File: config.mk
export PLATFORM = sky130hd
export DESIGN_NAME = serial_add_sub_32
export DESIGN_NICKNAME = d
export VERILOG_FILES = /design/src/rtl/serial_add_sub_32.sv
export SDC_FILE = /design/constraint.sdc
export NUM_CORES = 1
export LEC_CHECK = 0
export BUFFER_PORTS_ARGS = -buffer_cell sky130_fd_sc_hd__buf_2
export CORE_UTILIZATION = 55
export DETAILED_ROUTE_END_ITERATION = 7
export GPL_TIMING_DRIVEN = 0
export HOLD_SLACK_MARGIN = 0.02
export PLACE_DENSITY = 0.78
export SLEW_MARGIN = 15
export SYNTH_ARGS = -nofsm -noshare
export SYNTH_HDL_FRONTEND = slang
export SYNTH_SLANG_ARGS = --single-unit
File: constraint.sdc
create_clock -name CLK -period 9.5 [get_ports CLK]
set_clock_uncertainty 0.1 [all_clocks]
set_input_delay 2.375 -clock CLK [delete_from_list [all_inputs] [get_ports CLK]]
set_output_delay 2.375 -clock CLK [all_outputs]
set_load 0.05 [all_outputs]
File: src/rtl/serial_add_sub_32.sv
// serial_add_sub_32: bit-serial adder/subtractor, one full-adder slice per clock with registered carry
module serial_add_sub_32 #(
    parameter int WIDTH = 32
) (
    input  logic             CLK,
    input  logic             RST,
    input  logic             START,
    input  logic             SnA,
    input  logic [WIDTH-1:0] A,
    input  logic [WIDTH-1:0] B,
    output logic [WIDTH-1:0] Y,
    output logic             CO,
    output logic             V,
    output logic             BUSY,
    output logic             DONE
);
    localparam int CW = $clog2(WIDTH + 1);
    typedef enum logic [1:0] {IDLE, RUN, FIN} state_t;
    state_t state, state_nx;
    logic [WIDTH-1:0] op_a, op_b, acc;
    logic [CW-1:0] count;
    logic carry, s, c, load, last;
    assign s    = op_a[0] ^ op_b[0] ^ carry;
    assign c    = (op_a[0] & op_b[0]) | (op_a[0] & carry) | (op_b[0] & carry);
    assign load = START && state != RUN;
    assign last = state == RUN && count == CW'(WIDTH - 1);
    assign BUSY = state == RUN;
    assign DONE = state == FIN;
    always_comb begin
        state_nx = load ? RUN : last ? FIN : state == FIN ? IDLE : state;
    end
    always_ff @(posedge CLK or posedge RST) begin
        if (RST) state <= IDLE;
        else     state <= state_nx;
    end
    // subtraction is A + ~B + 1: invert B on load and seed the carry with SnA
    always_ff @(posedge CLK or posedge RST) begin
        if (RST) begin
            op_a  <= '0;
            op_b  <= '0;
            acc   <= '0;
            carry <= 1'b0;
            count <= '0;
            Y     <= '0;
            CO    <= 1'b0;
            V     <= 1'b0;
        end else if (load) begin
            op_a  <= A;
            op_b  <= B ^ {WIDTH{SnA}};
            carry <= SnA;
            count <= '0;
        end else if (state == RUN) begin
            op_a  <= op_a >> 1;
            op_b  <= op_b >> 1;
            acc   <= {s, acc[WIDTH-1:1]};
            carry <= c;
            count <= count + 1'b1;
            if (last) begin
                Y  <= {s, acc[WIDTH-1:1]};
                CO <= c;
                V  <= carry ^ c;
            end
        end
    end
endmodule
Word level (Yosys, flattened, before mapping)
Cells that the tools add are included.
- bitwise gates (word level): 10
- reduce and logical (&&, ||, !) cells: 6
- div/mod/pow operators: 0
- equality and inequality tests: 4
- multiplexer cells: 11
- add/subtract/negate cells: 1
- shift operators: 0
- magnitude comparators: 0
- multipliers: 0
- operators by type and width (operator ; count):
    $mux 32 ; 4
    $xor 32x32->32 ; 1
    $mux 6 ; 2
    $add 6x1->6 const B ; 1
    $eq 6x5->1 const B ; 1
    $mux 2 ; 3
    $and 1x1->1 ; 3
    $reduce_and 3->1 ; 1
    $reduce_bool 3->1 ; 1
    $xor 1x1->1 ; 3
    $eq 2x1->1 const B ; 1
    $eq 2x2->1 const B ; 1
    $logic_and 1x1->1 ; 2
    $mux 1 ; 2
    $ne 2x1->1 const B ; 1
    $or 1x1->1 ; 2
    $reduce_and 2->1 ; 1
    $reduce_bool 2->1 ; 1
    $not 1->1 ; 1
- input bits: 68
- flip-flop bits (word level): 139
- ROM bits: 0
- latch bits: 0
- memories: 0
- output and inout bits: 36
- bits in writable memories: 0
- word-level logic and storage cells: 41

Depth between registers and ports, before layout
Gate-level depths: netlist of the first run.
- depth in word-level cells: 5
- mapped depth: 8
- depth with buffers taken out: 4

Worst setup path after synthesis of the first run
OpenSTA, ideal clock, no wires.
- path type: register -> output
- start: register state[1]
- end: output BUSY
- data required time: 7.025 ns
- cell stages (with the launch flop): 7
- arrival: 1.321 ns
- slack: 5.704 ns
- path through: dfrtp_1 -> nand2b_1 -> buf_6 -> inv_6 -> buf_4 -> buf_4 -> buf_2
- longest elaborated chain between the ends: 1
- ends and longest elaborated chain (what ; RTL line ; source):
    start, declared ; 19 ; state_t state, state_nx;
    start signal, assigned ; 34 ; else state <= state_nx;
    $eq 2x1->1 ; 27 ; assign BUSY = state == RUN;
    end, declared ; 14 ; output logic BUSY,
No other way between the ends.

Worst setup path after layout of the first run
Same ends and word-level chain as after synthesis.

==> results of run 1 <==
[report_power, final]
part | switching (W) | internal, W
Sequential | 0.000132 | 0.000779
Clock | 0.000257 | 0.000331
Combinational | 0.000345 | 0.000204
Total | 0.000735 | 0.00131
[stage by stage]
step           setup WS [ns]  util (%)
2_1_floorplan          3.329         -
4_1_cts                4.869     68.36
3_5_place_dp           5.329     63.51
6_report               4.894     68.36
5_1_grt                4.790     68.36
3_3_place_gp           2.005     63.22
[path summary, 6_finish.rpt]
check,from,to,depth (start not counted)
worst max-delay path,state[1],BUSY,7
max in group asynchronous,RST,Y[31],3
min in group asynchronous,RST,Y[16],2
worst min register to register,op_a[12],op_a[11],2
worst min-delay path,op_a[12],op_a[11],2
worst max register to register,count[0],Y[1],5
[logic make-up after synthesis]
| family | after synthesis | synth area share [%] |
|---|---|---|
| flip-flops | 138 | 55.41 |
| buffers and inverters | 40 | 3.493 |
| AO/OA/AOI/OAI | 74 | 6.284 |
| XOR/XNOR | 33 | 4.638 |
| AND/OR/NAND/NOR | 174 | 11.20 |
| adder cells (fa/ha/maj) | 2 | 0.5220 |
| multiplexers | 100 | 18.45 |
[critical path: cells and delay by family, from the launching register on]
kind          cells  cell delay [ns]
buf+inv           6             1.14
flops             1             0.39
simple gates      1             0.16
[sequential cells by signal, indices dropped and copies added (netlist names)]
register  cells
state         2
CO            1
V             1
acc          31
Y            32
count         6
op_b         32
carry         1
op_a         32
[Yosys cell counts, types with 2 or more instances]
cell type,n
nand2_1,162
nand2b_1,2
mux2_4,28
o21ai_0,66
dfrtp_1,138
buf_2,20
nor2_1,2
a31oi_1,2
nand3_1,2
mux2_2,7
mux2i_1,65
clkbuf_1,11
buf_4,2
inv_1,2
xor2_1,32
buf_6,4
[cell type report]
class                      count  share of cell area [%]
sequential                   138                   46.19
multi-input combinational    383                   34.26
timing repair buffer         102                   7.130
clock buffer                  17                   5.690
buffer                        37                   2.695
tap                          140                   2.343
clock inverter                15                   1.406
inverter                       3                  0.2845
[layer usage]
layer  up-vias  share of wire (%)  GRT usage [%]
met5         -              0.081              0
met4         2                1.3          8.205
met3        19                4.4          7.294
met2       103                 48          36.57
met1      2182                 47          30.17
li1       2116                  -              -
==> summary.txt, run 1 <==
Global routing
  • Antenna violations before repair: 1
  • Largest net degree at the start of global routing: 87
  • First-pass GRT wire length: 20790 um
  • All-layer global routing usage: 23.18%
  • Vias in the first global route: roughly 4400
  • GRT overflow: 0

Clock network
  • Clock-pin slew on the worst setup and hold paths: roughly 0.060 ns
  • Clock Tree Buf Depth: 2
  • Post_cts resized: 0
  • CTS tree: built
  • Clock sinks: ~140
  • Num CTS Buffers: 17
  • Clock Latency Late Sink: around 0.42 ns
  • Post-CTS setup buffers: 0
  • Root Buffer: clkbuf_16
  • Hold_buf cts: 0
  • H-Tree Level Count: 4

Logic synthesis
  • FF+latch count, synth: approximately 140
  • Cell variety after synth: 32
  • Sequential fraction of the synthesis area: a little under three fifths
  • Yosys top cell by area: dfrtp_1
  • Syn Nets: 631
  • Syn Area/Cell: around 11 um^2
  • Ys Warns: 0
  • Synthesized instance count: roughly 560
  • Synth top area cells: dfrtp_1 55%, mux2i_1 10%, nand2_1 9.8%, mux2_4 6.7%, o21ai_0 5.3%
  • Share of the synthesized area in the top cell type: around 55%
  • Post-synth EDFFs: 0
  • Cell Area, Synth: a little over 0.006 mm^2
  • Most used DFF post-synth: dfrtp_1
  • Async SR Flop Fraction: 100.0%

Drt
  • 1st-iter DRT viols: about 240
  • Detail Route Antenna Nets: 0
  • Vias/cell: 5.296
  • Via count: 4422
  • Routed WL per cell: ~15 um
  • Drt total wl: roughly 12000 um
  • Initial DRT Pass Iterations: 4
  • DRC viols: 0

Pwr
  • Pleak: 3.994 nW
  • Total power: 0.002048 W
  • Maximum vdd drop: about 0.24 mV
  • Pwr dens: roughly 270 mW/mm^2

STA
  • Final Hold Fails: 0
  • Final Cycle Share: between 40% and 50%
  • Setup violations, final: 0
  • Slew @ Worst Pin: 0.4986 ns
  • Relative slew margins: between 60% and 70%
  • TNS Setup: 0 ns
  • RSZ-0062 raised after global routing: no
  • Worst Hold Slack: 0.3822 ns
  • Pins over their slew limit: 0
  • F_max: between 0.2 and 0.25 GHz
  • Final min period: around 4.6 ns

Finish
  • Antenna cell count: 0
  • Share of cells above drive strength 1: between 20% and 30%
  • Most common cell after layout, fill and taps aside: nand2_1
  • Area of the multi-input gates: 0.002561 mm^2
  • Most frequent cells in the layout: 162 x nand2_1, 138 x dfrtp_1, 121 x buf_2
  • P&R area growth vs syn: 19.96%
  • FF/Latch Area: around 0.0035 mm^2
  • Nets: ~750
  • Fillers: between 800 and 900
  • Final Instance Area: about 0.0075 mm^2
  • Finished Layout Cells: roughly 840

Worst hold path
  • HP Class: flip-flop to flip-flop

Placed design
  • Placed inst area: between 0.006 and 0.007 mm^2
  • Port Buf Inserts: 101
  • Placed instance count: 803
  • HPWL Detailed: approximately 8500 um
  • GP Congestion: 0.7892

Critical path
  • Crit. End Element: output pin
  • CP arrival: approximately 2.1 ns
  • Crit Path Class: flip-flop to output pin
  • Largest stage delay, worst path: about 0.39 ns
  • CP max-delay cell: dfrtp_1
  • Worst Path Required: between 7 and 8 ns
  • Crit path max fanout: 10
  • Crit path launch type: flip-flop
  • Cell Chain, Critical Path: nand2b_1 -> buf_6 -> inv_6 -> buf_4 -> buf_4 -> buf_2 -> buf_2
  • Worst R2R Setup Slack: between 7 and 8 ns

Die
  • Core area: approximately 0.011 mm^2
  • Die Height: about 110 um
  • Die area: 0.01176 mm^2
  • Initial Util: between 50% and 60%
  • Die Wd: around 110 um
  • Rows: 38
  • Io pins: between 100 and 150

Job
  • Max cap viols: 0

Outcome
  • Status: completed
No activity file was read; power rests on OpenSTA's default activity.
==> inputs of run 2 (changes only) <==
--- a/config.mk
+++ b/config.mk
@@ -6,11 +6,11 @@
 export NUM_CORES = 1
 export LEC_CHECK = 0
 export BUFFER_PORTS_ARGS = -buffer_cell sky130_fd_sc_hd__buf_2
-export CORE_UTILIZATION = 55
+export CORE_UTILIZATION = 51
 export DETAILED_ROUTE_END_ITERATION = 7
 export GPL_TIMING_DRIVEN = 0
 export HOLD_SLACK_MARGIN = 0.02
-export PLACE_DENSITY = 0.78
+export PLACE_DENSITY = 0.76
 export SLEW_MARGIN = 15
 export SYNTH_ARGS = -nofsm -noshare
 export SYNTH_HDL_FRONTEND = slang
==> constraint.sdc (replaced) <==
create_clock -name CLK -period 4.15 [get_ports CLK]
set_clock_uncertainty 0.1 [all_clocks]
set_input_delay 1.0375 -clock CLK [delete_from_list [all_inputs] [get_ports CLK]]
set_output_delay 1.0375 -clock CLK [all_outputs]
set_load 0.05 [all_outputs]
==> run 2 against run 1 <==
Global-route usage is 1.8 points lower. Non-clock buffer count is 3 higher. Final cell count is 1.2% higher. Sequential share of layout area is 1.1 points lower. Critical path type unchanged. Die area is 7.7% higher. Critical path depth stayed put.
==> summary.txt, run 2 (synthesis gave the netlist of run 1 again) <==
Finish
  • FF/Latch Area: between 0.003 and 0.004 mm^2
  • Fillers: 940
  • Biggest registers after layout: Y: 32 flops, op_a: 32 flops, op_b: 32 flops
  • Most frequent cells in the layout: 162 x nand2_1, 138 x dfrtp_1, 121 x buf_2
  • Share of cells above drive strength 1: approximately 29%
  • Most common cell after layout, fill and taps aside: nand2_1
  • Area of the multi-input gates: between 0.002 and 0.003 mm^2
  • Nets: around 760
  • P&R area growth vs syn: 22.87%
  • Antenna cell count: 0
  • Utilization after layout: roughly 64%

STA
  • Relative slew margins: between 70 and 80%
  • F_max: between 0.3 and 0.4 GHz
  • Worst Hold Slack: approximately 0.39 ns
  • Final Cycle Share: about four fifths
  • Slew @ Worst Pin: roughly 0.44 ns
  • Pins over their slew limit: 0
  • Setup WS post-layout: about 0.89 ns
  • Final Hold Fails: 0
  • Setup violations, final: 0
  • RSZ-0062 raised after global routing: no
  • Final min period: roughly 3.3 ns
  • TNS Setup: 0 ns

Critical path
  • CP max-delay cell: dfrtp_1
  • Largest stage delay, worst path: slightly below 0.4 ns
  • Crit path launch type: flip-flop
  • CP arrival: 2.12 ns
  • Worst Path Required: roughly 3 ns
  • Cell Chain, Critical Path: nand2b_1 -> buf_6 -> inv_6 -> buf_4 -> buf_4 -> buf_2 -> buf_2
  • Worst R2R Setup Slack: around 2.3 ns
  • Crit. End Element: output pin
  • Crit path max fanout: 10
  • Crit Path Class: flip-flop to output pin

Die
  • Die Height: ~110 um
  • Io pins: about 100
  • Core area: around 0.012 mm^2
  • Die area: around 0.013 mm^2
  • Die Wd: 112.5 um
  • Rows: 40
  • Initial Util: between 50 and 60%

Pwr
  • Maximum vdd drop: between 0.2 and 0.3 mV
  • Total power: between 0.005 and 0.006 W
  • Pleak: approximately 4.1 nW
  • Pwr dens: roughly 650 mW/mm^2

Clock network
  • Hold_buf cts: 0
  • Clock-pin slew on the worst setup and hold paths: 0.06 ns
  • Clock Latency Late Sink: a little over 0.4 ns
  • Post-CTS setup buffers: 0
  • Post_cts resized: 0
  • Root Buffer: clkbuf_16
  • Num CTS Buffers: 17
  • Clock sinks: about 140
  • H-Tree Level Count: 4
  • CTS tree: built
  • Clock Tree Buf Depth: 2

Global routing
  • All-layer global routing usage: roughly a fifth
  • GRT overflow: 0
  • First-pass GRT wire length: 20990 um
  • Antenna violations before repair: 0
  • Vias in the first global route: 4356
  • Largest net degree at the start of global routing: 40

Job
  • Max cap viols: 0

Drt
  • Via count: about 4300
  • Detail Route Antenna Nets: 0
  • Routed WL per cell: ~15 um
  • Initial DRT Pass Iterations: 6
  • Drt total wl: between 10000 and 15000 um
  • Vias/cell: 5.101
  • 1st-iter DRT viols: approximately 220
  • DRC viols: 0

Placed design
  • GP Congestion: 0.7901
  • Setup Slack @ Placement: between 1 and 1.5 ns
  • HPWL Detailed: 8677 um
  • Port Buf Inserts: around 100

Worst hold path
  • HP Class: flip-flop to flip-flop

Outcome
  • Status: completed
run 2: cell count changes in the layout (fill, tap and decap cells not counted), moves of 2 or more:
cell | before | now
clkinv_2 | 4 | 2
buf_12 | 0 | 4
clkbuf_8 | 0 | 2
bufinv_16 | 0 | 5
clkinvlp_4 | 9 | 4
clkbuf_1 | 11 | 13
run 2: where the power goes:
part	switching [W]	internal (W)
clock network	0.000560	0.00110
registers	0.000307	0.00178
logic	0.000793	0.000470
total	0.00166	0.00335
run 2: routing by layer:
layer | GRT usage (%) | up-vias | part of all wire (%)
met2 | 34.24 | 109 | 49
met5 | 0 | - | 0
met4 | 8.356 | 0 | 1.7
met3 | 5.454 | 19 | 4.5
met1 | 27.84 | 2068 | 45
li1 | - | 2114 | -
run 2: cell type report:
| class | instances | area share (%) |
|---|---|---|
| flip-flops and latches | 138 | 45.10 |
| multi-input cells | 383 | 33.45 |
| repair buffers | 105 | 7.647 |
| clock buffers | 21 | 6.013 |
| plain buffers | 37 | 2.631 |
| clock inverters | 11 | 2.500 |
| well taps | 147 | 2.402 |
| inverters | 3 | 0.2614 |
run 2: worst paths after layout:
| check | startpoint | end | depth (start not counted) |
|---|---|---|---|
| min in group asynchronous | RST | op_a[18] | 2 |
| hold reg to reg | op_b[12] | op_b[11] | 2 |
| max in group asynchronous | RST | Y[20] | 4 |
| hold / removal | op_b[12] | op_b[11] | 2 |
| setup reg to reg | count[0] | Y[19] | 5 |
| setup / recovery | state[1] | BUSY | 7 |
run 2: per-stage QoR:
stage / area, um^2 / instances
after floorplan: 6236 / 561
after global placement: 6925 / 809
after detailed placement: 7005 / 813
after CTS: 7657 / 845
after global routing: 7657 / 845
final: 7657 / 845
run 2: critical path: cells and delay by family (launching register included):
kind | cells | cell delay (ns)
buf+inv | 6 | 1.15
flops | 1 | 0.39
simple gates | 1 | 0.16
==> inputs of run 3 (changes only) <==
--- a/config.mk
+++ b/config.mk
@@ -6,11 +6,11 @@
 export NUM_CORES = 1
 export LEC_CHECK = 0
 export BUFFER_PORTS_ARGS = -buffer_cell sky130_fd_sc_hd__buf_2
-export CORE_UTILIZATION = 51
+export CORE_UTILIZATION = 55
 export DETAILED_ROUTE_END_ITERATION = 7
 export GPL_TIMING_DRIVEN = 0
 export HOLD_SLACK_MARGIN = 0.02
-export PLACE_DENSITY = 0.76
+export PLACE_DENSITY = 0.78
 export SLEW_MARGIN = 15
 export SYNTH_ARGS = -nofsm -noshare
 export SYNTH_HDL_FRONTEND = slang
==> constraint.sdc (replaced) <==
create_clock -name CLK -period 3 [get_ports CLK]
set_clock_uncertainty 0.1 [all_clocks]
set_input_delay 0.75 -clock CLK [delete_from_list [all_inputs] [get_ports CLK]]
set_output_delay 0.75 -clock CLK [all_outputs]
set_load 0.05 [all_outputs]
==> run 3 against run 2 <==
Setup slack got worse by 0.66 ns. Design area fell by 0.34%. Sequential share of layout area rose by 0.16 points. Via count rose by 2.5%. Die area fell by 7.1%. Largest cell class unchanged. Count of clock-buffer cells in the layout rose by 1. Critical endpoint unchanged. Flip-flop and latch count did not move. Non-clock buffer count fell by 2. Register-to-register slack got worse by 1.2 ns. Final cell count fell by 1.1%.
==> summary.txt, run 3 (synthesis gave the netlist of run 1 again) <==
Outcome
  • Status: completed

Die
  • Rows: 38
  • Initial Util: 56.99%
  • Core area: roughly 0.011 mm^2
  • Die Height: between 100 and 150 um
  • Io pins: around 100
  • Die Wd: approximately 110 um
  • Die area: roughly 0.012 mm^2

Placed design
  • Port Buf Inserts: 101
  • Setup Slack @ Placement: 0.4164 ns
  • GP Congestion: ~0.8
  • Placed instance count: between 800 and 900
  • HPWL Detailed: approximately 8500 um

Critical path
  • Bufs and invs on worst path: 5
  • CP most frequent cell: buf_4
  • Worst Path Required: approximately 2.2 ns
  • Largest delay share family, worst path: buffers and inverters
  • CP arrival: between 1.5 and 2 ns
  • Cell Chain, Critical Path: nand2b_1 -> buf_6 -> inv_6 -> buf_4 -> buf_4 -> buf_4
  • Largest stage delay, worst path: 0.40 ns
  • Crit path launch type: flip-flop
  • CP max-delay cell: dfrtp_1
  • Crit Path Class: flip-flop to output pin
  • Crit. End Element: output pin
  • Crit path max fanout: 19

Pwr
  • Pwr dens: approximately 900 mW/mm^2
  • Total power: about 0.0069 W
  • Sequential power share: about two fifths
  • Clock power share: 32.9%
  • P_int: around 0.0046 W
  • P_sw: around 0.0023 W
  • Pleak: between 4 and 5 nW
  • Sw Ratio: 32.98%
  • Maximum vdd drop: about 0.57 mV
  • Logic pwr share: 25.3%

STA
  • Setup WS post-layout: about 0.23 ns
  • Slew @ Worst Pin: about 0.80 ns
  • TNS Setup: 0 ns
  • Final Cycle Share: just over 90%
  • F_max: 0.3616 GHz
  • RSZ-0062 raised after global routing: no
  • Setup violations, final: 0
  • Pins over their slew limit: 0
  • Worst Hold Slack: between 0.3 and 0.4 ns
  • Final Hold Fails: 0
  • Relative slew margins: a little under half
  • Final min period: about 2.8 ns

Global routing
  • Largest net degree at the start of global routing: 37
  • Antenna violations before repair: 1
  • Vias in the first global route: roughly 4500
  • Grt peak-use layer: met2
  • First-pass GRT wire length: 20380 um
  • Met2 track demand over resource: around 38%
  • M1 GR Usage: around 29%
  • GRT overflow: 0
  • All-layer global routing usage: 22.88%
  • Met3 Resource Use GR: under 10%

Job
  • Max cap viols: 0

Finish
  • Antenna cell count: 0
  • Finished Layout Cells: 836
  • Biggest registers after layout: Y: 32 flops, op_a: 32 flops, op_b: 32 flops
  • Share of cells above drive strength 1: between 20% and 30%
  • Most frequent cells in the layout: 162 x nand2_1, 138 x dfrtp_1, 119 x buf_2
  • Nets: 753
  • P&R area growth vs syn: 22.45%
  • Most common cell after layout, fill and taps aside: nand2_1

Drt
  • Via count: about 4400
  • 1st-iter DRT viols: between 200 and 300
  • DRC viols: 0
  • Initial DRT Pass Iterations: 4
  • Detail Route Antenna Nets: 0
  • Vias/cell: 5.285
  • Drt total wl: between 10000 and 15000 um
  • Routed WL per cell: 14.44 um

Worst hold path
  • HP Class: primary input to asynchronous set/reset pin

Clock network
  • Clock Latency Late Sink: 0.42 ns
  • Clock Tree Buf Depth: 2
  • Clock sinks: around 140
  • H-Tree Level Count: 4
  • CTS tree: built
  • Num CTS Buffers: 17
  • Post-CTS setup buffers: 0
  • Hold_buf cts: 0
  • Clock-pin slew on the worst setup and hold paths: 0.06 ns
  • Root Buffer: clkbuf_16
-- run 3: changes by cell type in the layout (fill, tap and decap cells not counted), sizes merged --
cell | before | now
buf | 131 | 129
clkinvlp | 4 | 6
bufinv | 5 | 4
clkbuf | 32 | 33
clkinv | 2 | 1
inv | 3 | 2
-- run 3: power by group through the flow --
stage                     registers (W)  logic [W]  clock network, W
final                           0.00288    0.00174           0.00227
after CTS                       0.00287    0.00176           0.00231
after detailed placement        0.00290    0.00175                 0
after global routing            0.00295    0.00192           0.00240
after global placement          0.00286    0.00167                 0
after floorplan                 0.00328   0.000879                 0
-- run 3: repair_timing --
| action | CTS | global route |
|---|---|---|
| gates resized for setup | 1 | 0 |
| setup endpoints to repair | 1 | 1 |
| hold endpoints to repair | 0 | 0 |
-- run 3: stage by stage --
| step | area (um^2) | utilization [%] |
|---|---|---|
| 2_1_floorplan | 6236 | - |
| 3_5_place_dp | 6977 | 63.80 |
| 5_1_grt | 7631 | 69.78 |
| 4_1_cts | 7636 | 69.83 |
| 6_report | 7631 | 69.78 |
| 3_3_place_gp | 6917 | 63.25 |
-- run 3: path summary, 6_finish.rpt --
check	start	to	slack, ns	depth (start not counted)
worst max-delay path	state[1]	BUSY	0.23	6
worst min-delay path	RST	count[5]	0.38	2
worst max register to register	count[0]	Y[31]	1.12	5
worst min register to register	op_a[17]	op_a[16]	0.38	2
max in group asynchronous	RST	op_b[17]	1.55	4
min in group CLK	op_a[17]	op_a[16]	0.38	2
-- run 3: worst register-to-register path, delay by kind of cell, from the launching register on --
family | cells | cell delay, ns
mux | 1 | 0.33
buf+inv | 1 | 0.22
simple gates | 2 | 0.44
flops | 1 | 0.43
fa+ha+maj | 1 | 0.24
-- run 3: metal layers --
| layer | vias to the layer above | part of all wire (%) |
|---|---|---|
| met5 | - | 0 |
| met4 | 0 | 1.5 |
| met3 | 17 | 5.4 |
| met2 | 127 | 48 |
| met1 | 2160 | 45 |
| li1 | 2114 | - |
-- run 3: final cells by class --
type                            instances  area (um^2)
Timing Repair Buffer                  104        568.0
Inverter                                3        20.02
Sequential cell                       138         3453
Fill cell                             785         3304
Multi-Input combinational cell        383         2561
Clock inverter                         10        162.7
Buffer                                 36        196.4
Tap cell                              140        175.2
Clock buffer                           22        494.2
